`config.mk`:
```
export PLATFORM = sky130hd
export DESIGN_NAME = apb_master
export DESIGN_NICKNAME = d
export VERILOG_FILES = /design/src/rtl/apb_master.sv
export SDC_FILE = /design/constraint.sdc
export NUM_CORES = 1
export LEC_CHECK = 0
export ABC_AREA = 0
export BUFFER_PORTS_ARGS = -buffer_cell sky130_fd_sc_hd__buf_2
export CORE_MARGIN = 1
export CORE_UTILIZATION = 53
export DETAILED_ROUTE_END_ITERATION = 8
export PLACE_DENSITY = 0.85
export SETUP_SLACK_MARGIN = 0.02
export SLEW_MARGIN = 25
export SYNTH_ARGS = -nofsm -noshare
export SYNTH_HDL_FRONTEND = slang
export SYNTH_SLANG_ARGS = --single-unit
```
`constraint.sdc`:
```
create_clock -name PCLK -period 5.8 [get_ports PCLK]
set_input_delay 1.16 -clock PCLK [delete_from_list [all_inputs] [get_ports PCLK]]
set_output_delay 1.16 -clock PCLK [all_outputs]
set_load 0.005 [all_outputs]
```
`src/rtl/apb_master.sv`:
```
// APB requester: turns a valid/ready command into one APB transfer
// and returns a valid/ready response with read data or a timeout error.
module apb_master #(
    parameter int ADDR_W  = 12,
    parameter int DATA_W  = 16,
    parameter int RD_LAG  = 1,
    parameter int TIMEOUT = 16
) (
    input  logic              PCLK,
    input  logic              PRESETn,
    input  logic              cmd_valid,
    output logic              cmd_ready,
    input  logic              cmd_write,
    input  logic [ADDR_W-1:0] cmd_addr,
    input  logic [DATA_W-1:0] cmd_wdata,
    output logic              rsp_valid,
    input  logic              rsp_ready,
    output logic [DATA_W-1:0] rsp_rdata,
    output logic              rsp_err,
    output logic              PSEL,
    output logic              PENABLE,
    output logic              PWRITE,
    output logic [ADDR_W-1:0] PADDR,
    output logic [DATA_W-1:0] PWDATA,
    input  logic [DATA_W-1:0] PRDATA,
    input  logic              PREADY,
    output logic              busy
);

    localparam int CW = (TIMEOUT > 0) ? $clog2(TIMEOUT + 1) : 1;
    localparam logic [CW-1:0] TMAX = CW'(TIMEOUT);

    typedef enum logic [2:0] {
        S_IDLE,
        S_SETUP,
        S_ACCESS,
        S_CAPTURE,
        S_RESP
    } state_t;

    state_t            state_q, state_d;
    logic              write_q, write_d;
    logic [ADDR_W-1:0] addr_q, addr_d;
    logic [DATA_W-1:0] wdata_q, wdata_d;
    logic [DATA_W-1:0] rdata_q, rdata_d;
    logic              err_q, err_d;
    logic [CW-1:0]     wait_q, wait_d;
    logic [CW-1:0]     wait_inc;
    logic              timeout;

    always_ff @(posedge PCLK or negedge PRESETn) begin
        if (!PRESETn) begin
            state_q <= S_IDLE;
            write_q <= 1'b0;
            addr_q  <= '0;
            wdata_q <= '0;
            rdata_q <= '0;
            err_q   <= 1'b0;
            wait_q  <= '0;
        end else begin
            state_q <= state_d;
            write_q <= write_d;
            addr_q  <= addr_d;
            wdata_q <= wdata_d;
            rdata_q <= rdata_d;
            err_q   <= err_d;
            wait_q  <= wait_d;
        end
    end

    // Success wins: timeout only fires on a cycle where PREADY is low.
    assign wait_inc = (wait_q == TMAX) ? wait_q : wait_q + CW'(1);
    assign timeout  = (TIMEOUT != 0) && !PREADY && (wait_inc == TMAX);

    always_comb begin
        state_d = state_q;
        write_d = write_q;
        addr_d  = addr_q;
        wdata_d = wdata_q;
        rdata_d = rdata_q;
        err_d   = err_q;
        wait_d  = wait_q;
        unique case (state_q)
            S_IDLE: begin
                if (cmd_valid) begin
                    write_d = cmd_write;
                    addr_d  = cmd_addr;
                    wdata_d = cmd_wdata;
                    rdata_d = '0;
                    err_d   = 1'b0;
                    state_d = S_SETUP;
                end
            end
            S_SETUP: begin
                wait_d  = '0;
                state_d = S_ACCESS;
            end
            S_ACCESS: begin
                if (PREADY) begin
                    if (write_q) begin
                        rdata_d = '0;
                        state_d = S_RESP;
                    end else if (RD_LAG == 0) begin
                        rdata_d = PRDATA;
                        state_d = S_RESP;
                    end else begin
                        state_d = S_CAPTURE;
                    end
                end else begin
                    wait_d = wait_inc;
                    if (timeout) begin
                        err_d   = 1'b1;
                        rdata_d = '0;
                        state_d = S_RESP;
                    end
                end
            end
            S_CAPTURE: begin
                rdata_d = PRDATA;
                state_d = S_RESP;
            end
            S_RESP: begin
                if (rsp_ready) state_d = S_IDLE;
            end
            default: state_d = S_IDLE;
        endcase
    end

    assign cmd_ready = (state_q == S_IDLE) && PRESETn;
    assign PSEL      = (state_q == S_SETUP) || (state_q == S_ACCESS);
    assign PENABLE   = (state_q == S_ACCESS);
    assign PWRITE    = write_q;
    assign PADDR     = addr_q;
    assign PWDATA    = wdata_q;
    assign rsp_valid = (state_q == S_RESP);
    assign rsp_rdata = rdata_q;
    assign rsp_err   = err_q;
    assign busy      = (state_q != S_IDLE);

endmodule
```
==> out/results.ini <==
[status]
status=finished clean

[power_and_ir_drop]
internal-power_mw=1.02
leakage_nw=1.68
p_sw_mw=0.595
power.share.combinational_pct=40.4
p_clk_share_pct=15.7
vdd_drop_max_v=0.000328
p_sw_share_pct=36.8
seqPwrFrac_pct=44.0
power_per_cell_area_nw_per_um2=474

[cells_and_area]
drive_gt1_share_pct=46.3
nets=389
num_antenna_cells=0
areaGrowthSynthToFinish_pct=22.8
instances_no_fill=404

[sta]
worstMarginPinSlew_ns=1.07
slew_headroom_pct=28.8
skew_ns=0.0115
rsz0062_at_grt=no
fmax_ghz=0.304
finalSetupTns_ns=0
period_needed_ns=3.29
report.final.slew_viol_count=0
finalHoldViolations=0
setup_violations=0
post-route-period-util_pct=56.7

[synthesis]
yosysWarningCount=0
synth_xor_area_share_pct=2.52
synth_top_family_by_area=compound AO/OA/AOI/OAI gates
synth.distinct_cells=41
synth_edf_count=0
yosysSeqAreaShare_pct=48.6
syn_area_per_cell_um2=11.2
synth.cell_area_um2=2780
yosysMostFrequentCell=dfrtp_1
synth_compound_area_share_pct=16.3
synth.largest_area_cell=dfrtp_1
synthAdderAreaFrac_pct=0.900
synthMuxAreaShare_pct=12.1
async_flop_share_pct=100
yosysTopAreaCellShare_pct=48.6
syn_inst=248
ys.flop_type=dfrtp_1
synth_nets=300
synthSimpleGateAreaFrac_pct=15.3
synth_top_cells_by_count=dfrtp_1 (54), mux2_2 (29), nand2_1 (26)
synth_area_leaders=dfrtp_1 (49%), mux2_2 (12%), o41ai_2 (5.9%), and3_1 (3.6%), nand2_1 (3.5%)
ys_ff_latch=54

[worst_setup_path]
start_kind=input port
crit_path_end_kind=primary output
critPathKind=input port to primary output
slowest_stage=buf_4
cp_common_cell=buf_2
crit_chain=buf_2 > buf_4 > and2_1 > buf_2
cp_slowest_stage_delay_ns=0.53
cp_max_fo=55
crit_required_ns=4.64
cp_data_arrival_time_ns=2.13

[clocking]
postCtsSetupRepairBufs=0
cts_resized=0
cts_sinks=54
clock_latency_ns=0.30
cts_buffers=5
hold_buffers=0
cts.clk_slew.worst_paths_ns=0.09
cts_tree=built
clockRootBuffer=clkbuf_8
cts_max_level=2
cts_max_path_buffers=2

[floorplan]
dieArea_um2=5540
start_util_pct=56.9
die_h_um=74.4
ioPinCount=101
coreArea_um2=4880
die_w_um=74.4
rows=25

[global_route]
busiest_layer=met2
use_met1_pct=32.4
grt_first_pass_wirelength_um=10500
grtUsageTotal_pct=25.0
grt_overflow=0
grt_util_met2_pct=42.1
grt_pass1_vias=2231
met3_usage_pct=6.50
grt_max_degree=56
antenna_found_initial=0

[routing]
drc=0
route.vias.total=2293
dr.first_iter.drc_count=164
wl_per_cell_um=15.9
viasPerCell=5.68
final_antenna_net_count=0
firstDrtPassIters=4
wl_um=6410

[placed_design]
hpwl_um=4250
dp_cells=397
portBuffers=100
place.gp.congestion=0.823

[hold_path]
hold_class=flop to flop

[job]
drv_cap=0

==> power by group through the flow <==
stage | Sequential (mW) | Combinational [mW] | Clock (mW)
3_3_place_gp | 0.706 | 0.633 | 0
4_1_cts | 0.710 | 0.657 | 0.260
6_report | 0.711 | 0.653 | 0.254
3_5_place_dp | 0.711 | 0.658 | 0
5_1_grt | 0.741 | 0.724 | 0.272
2_1_floorplan | 0.663 | 0.426 | 0
==> registers in the layout (all words and copies together), names as in the netlist <==
register,flops
PWDATA,16
rsp_rdata,16
PADDR,12
wait_q,5
state_q,3
PWRITE,1
rsp_err,1
==> path summary, 6_finish.rpt <==
path / from / endpoint / slack [ns] / depth (start not counted)
setup / recovery: PRESETn / cmd_ready / 2.51 / 4
max in group asynchronous: PRESETn / PWDATA[11] / 4.37 / 2
setup reg to reg: wait_q[0] / rsp_err / 3.40 / 6
hold / removal: PWDATA[3] / PWDATA[3] / 0.51 / 1
min in group asynchronous: PRESETn / rsp_rdata[12] / 0.97 / 2
hold reg to reg: PWDATA[3] / PWDATA[3] / 0.51 / 1
==> area by class of cell <==
| cell class | instances | area, um^2 |
|---|---|---|
| fill | 376 | 1470 |
| sequential | 54 | 1350 |
| multi-input combinational | 168 | 1330 |
| timing repair buffer | 102 | 515 |
| tap | 67 | 83.8 |
| clock buffer | 6 | 82.6 |
| clock inverter | 1 | 30.0 |
| inverter | 6 | 22.5 |
==> cells by family after synthesis <==
kind of cell             count (synthesis)
adder cells (fa/ha/maj)                  2
XOR/XNOR                                 5
multiplexers                            30
buffers and inverters                   26
AND/OR/NAND/NOR                         79
flip-flops                              54
AO/OA/AOI/OAI                           52
==> cells in the final DEF, fill, tap and decap left out <==
master,count
o21a_1,1
o21ai_0,19
nor2_1,3
nor4_2,1
or3_1,1
ha_1,2
and3_1,16
mux2i_1,1
o41ai_1,6
nor3b_1,1
nor3_1,2
o21ai_2,1
inv_1,6
nand2b_1,1
mux2_2,29
nor3_2,1
a22o_1,6
o41ai_2,10
buf_4,2
a22oi_2,1
or3b_1,1
o32ai_1,1
a41oi_1,1
bufinv_16,1
o21bai_1,1
o31ai_1,3
buf_2,100
a21o_1,1
a21oi_1,1
nor2b_1,3
and4b_1,1
xnor2_4,2
dfrtp_1,54
clkbuf_8,6
xor2_2,1
xnor2_1,2
and2_1,3
nand2_1,26
and4bb_4,1
nand3_1,18
==> worst max-delay path: cells and delay by family <==
family / cells / cell delay [ns]
AND/OR/NAND/NOR: 1 / 0.22
buffers and inverters: 3 / 0.72
==> metal layers <==
metal  routed length (um)  share of wire [%]  vias to the layer above
met3                  476                7.4                        2
met5                    0                  0                        -
met2                 3110                 48                       97
met1                 2800                 44                     1113
li1                     -                  -                     1081
met4                   29               0.45                        0
==> stage by stage <==
| step | power, mW | hold WS, ns | setup slack, ns | cell area, um^2 | util, % |
|---|---|---|---|---|---|
| floorplan | 1.09 | 0.498 | 3.36 | 2780 | - |
| global placement | 1.34 | 0.488 | 2.49 | 3290 | 67.4 |
| detailed placement | 1.37 | 0.490 | 2.47 | 3290 | 67.4 |
| CTS | 1.63 | 0.515 | 2.47 | 3400 | 69.7 |
| global route | 1.74 | 0.534 | 2.36 | 3410 | 69.9 |
| finish | 1.62 | 0.513 | 2.51 | 3410 | 69.9 |
Note: power is estimated with default switching activity, not from simulation.
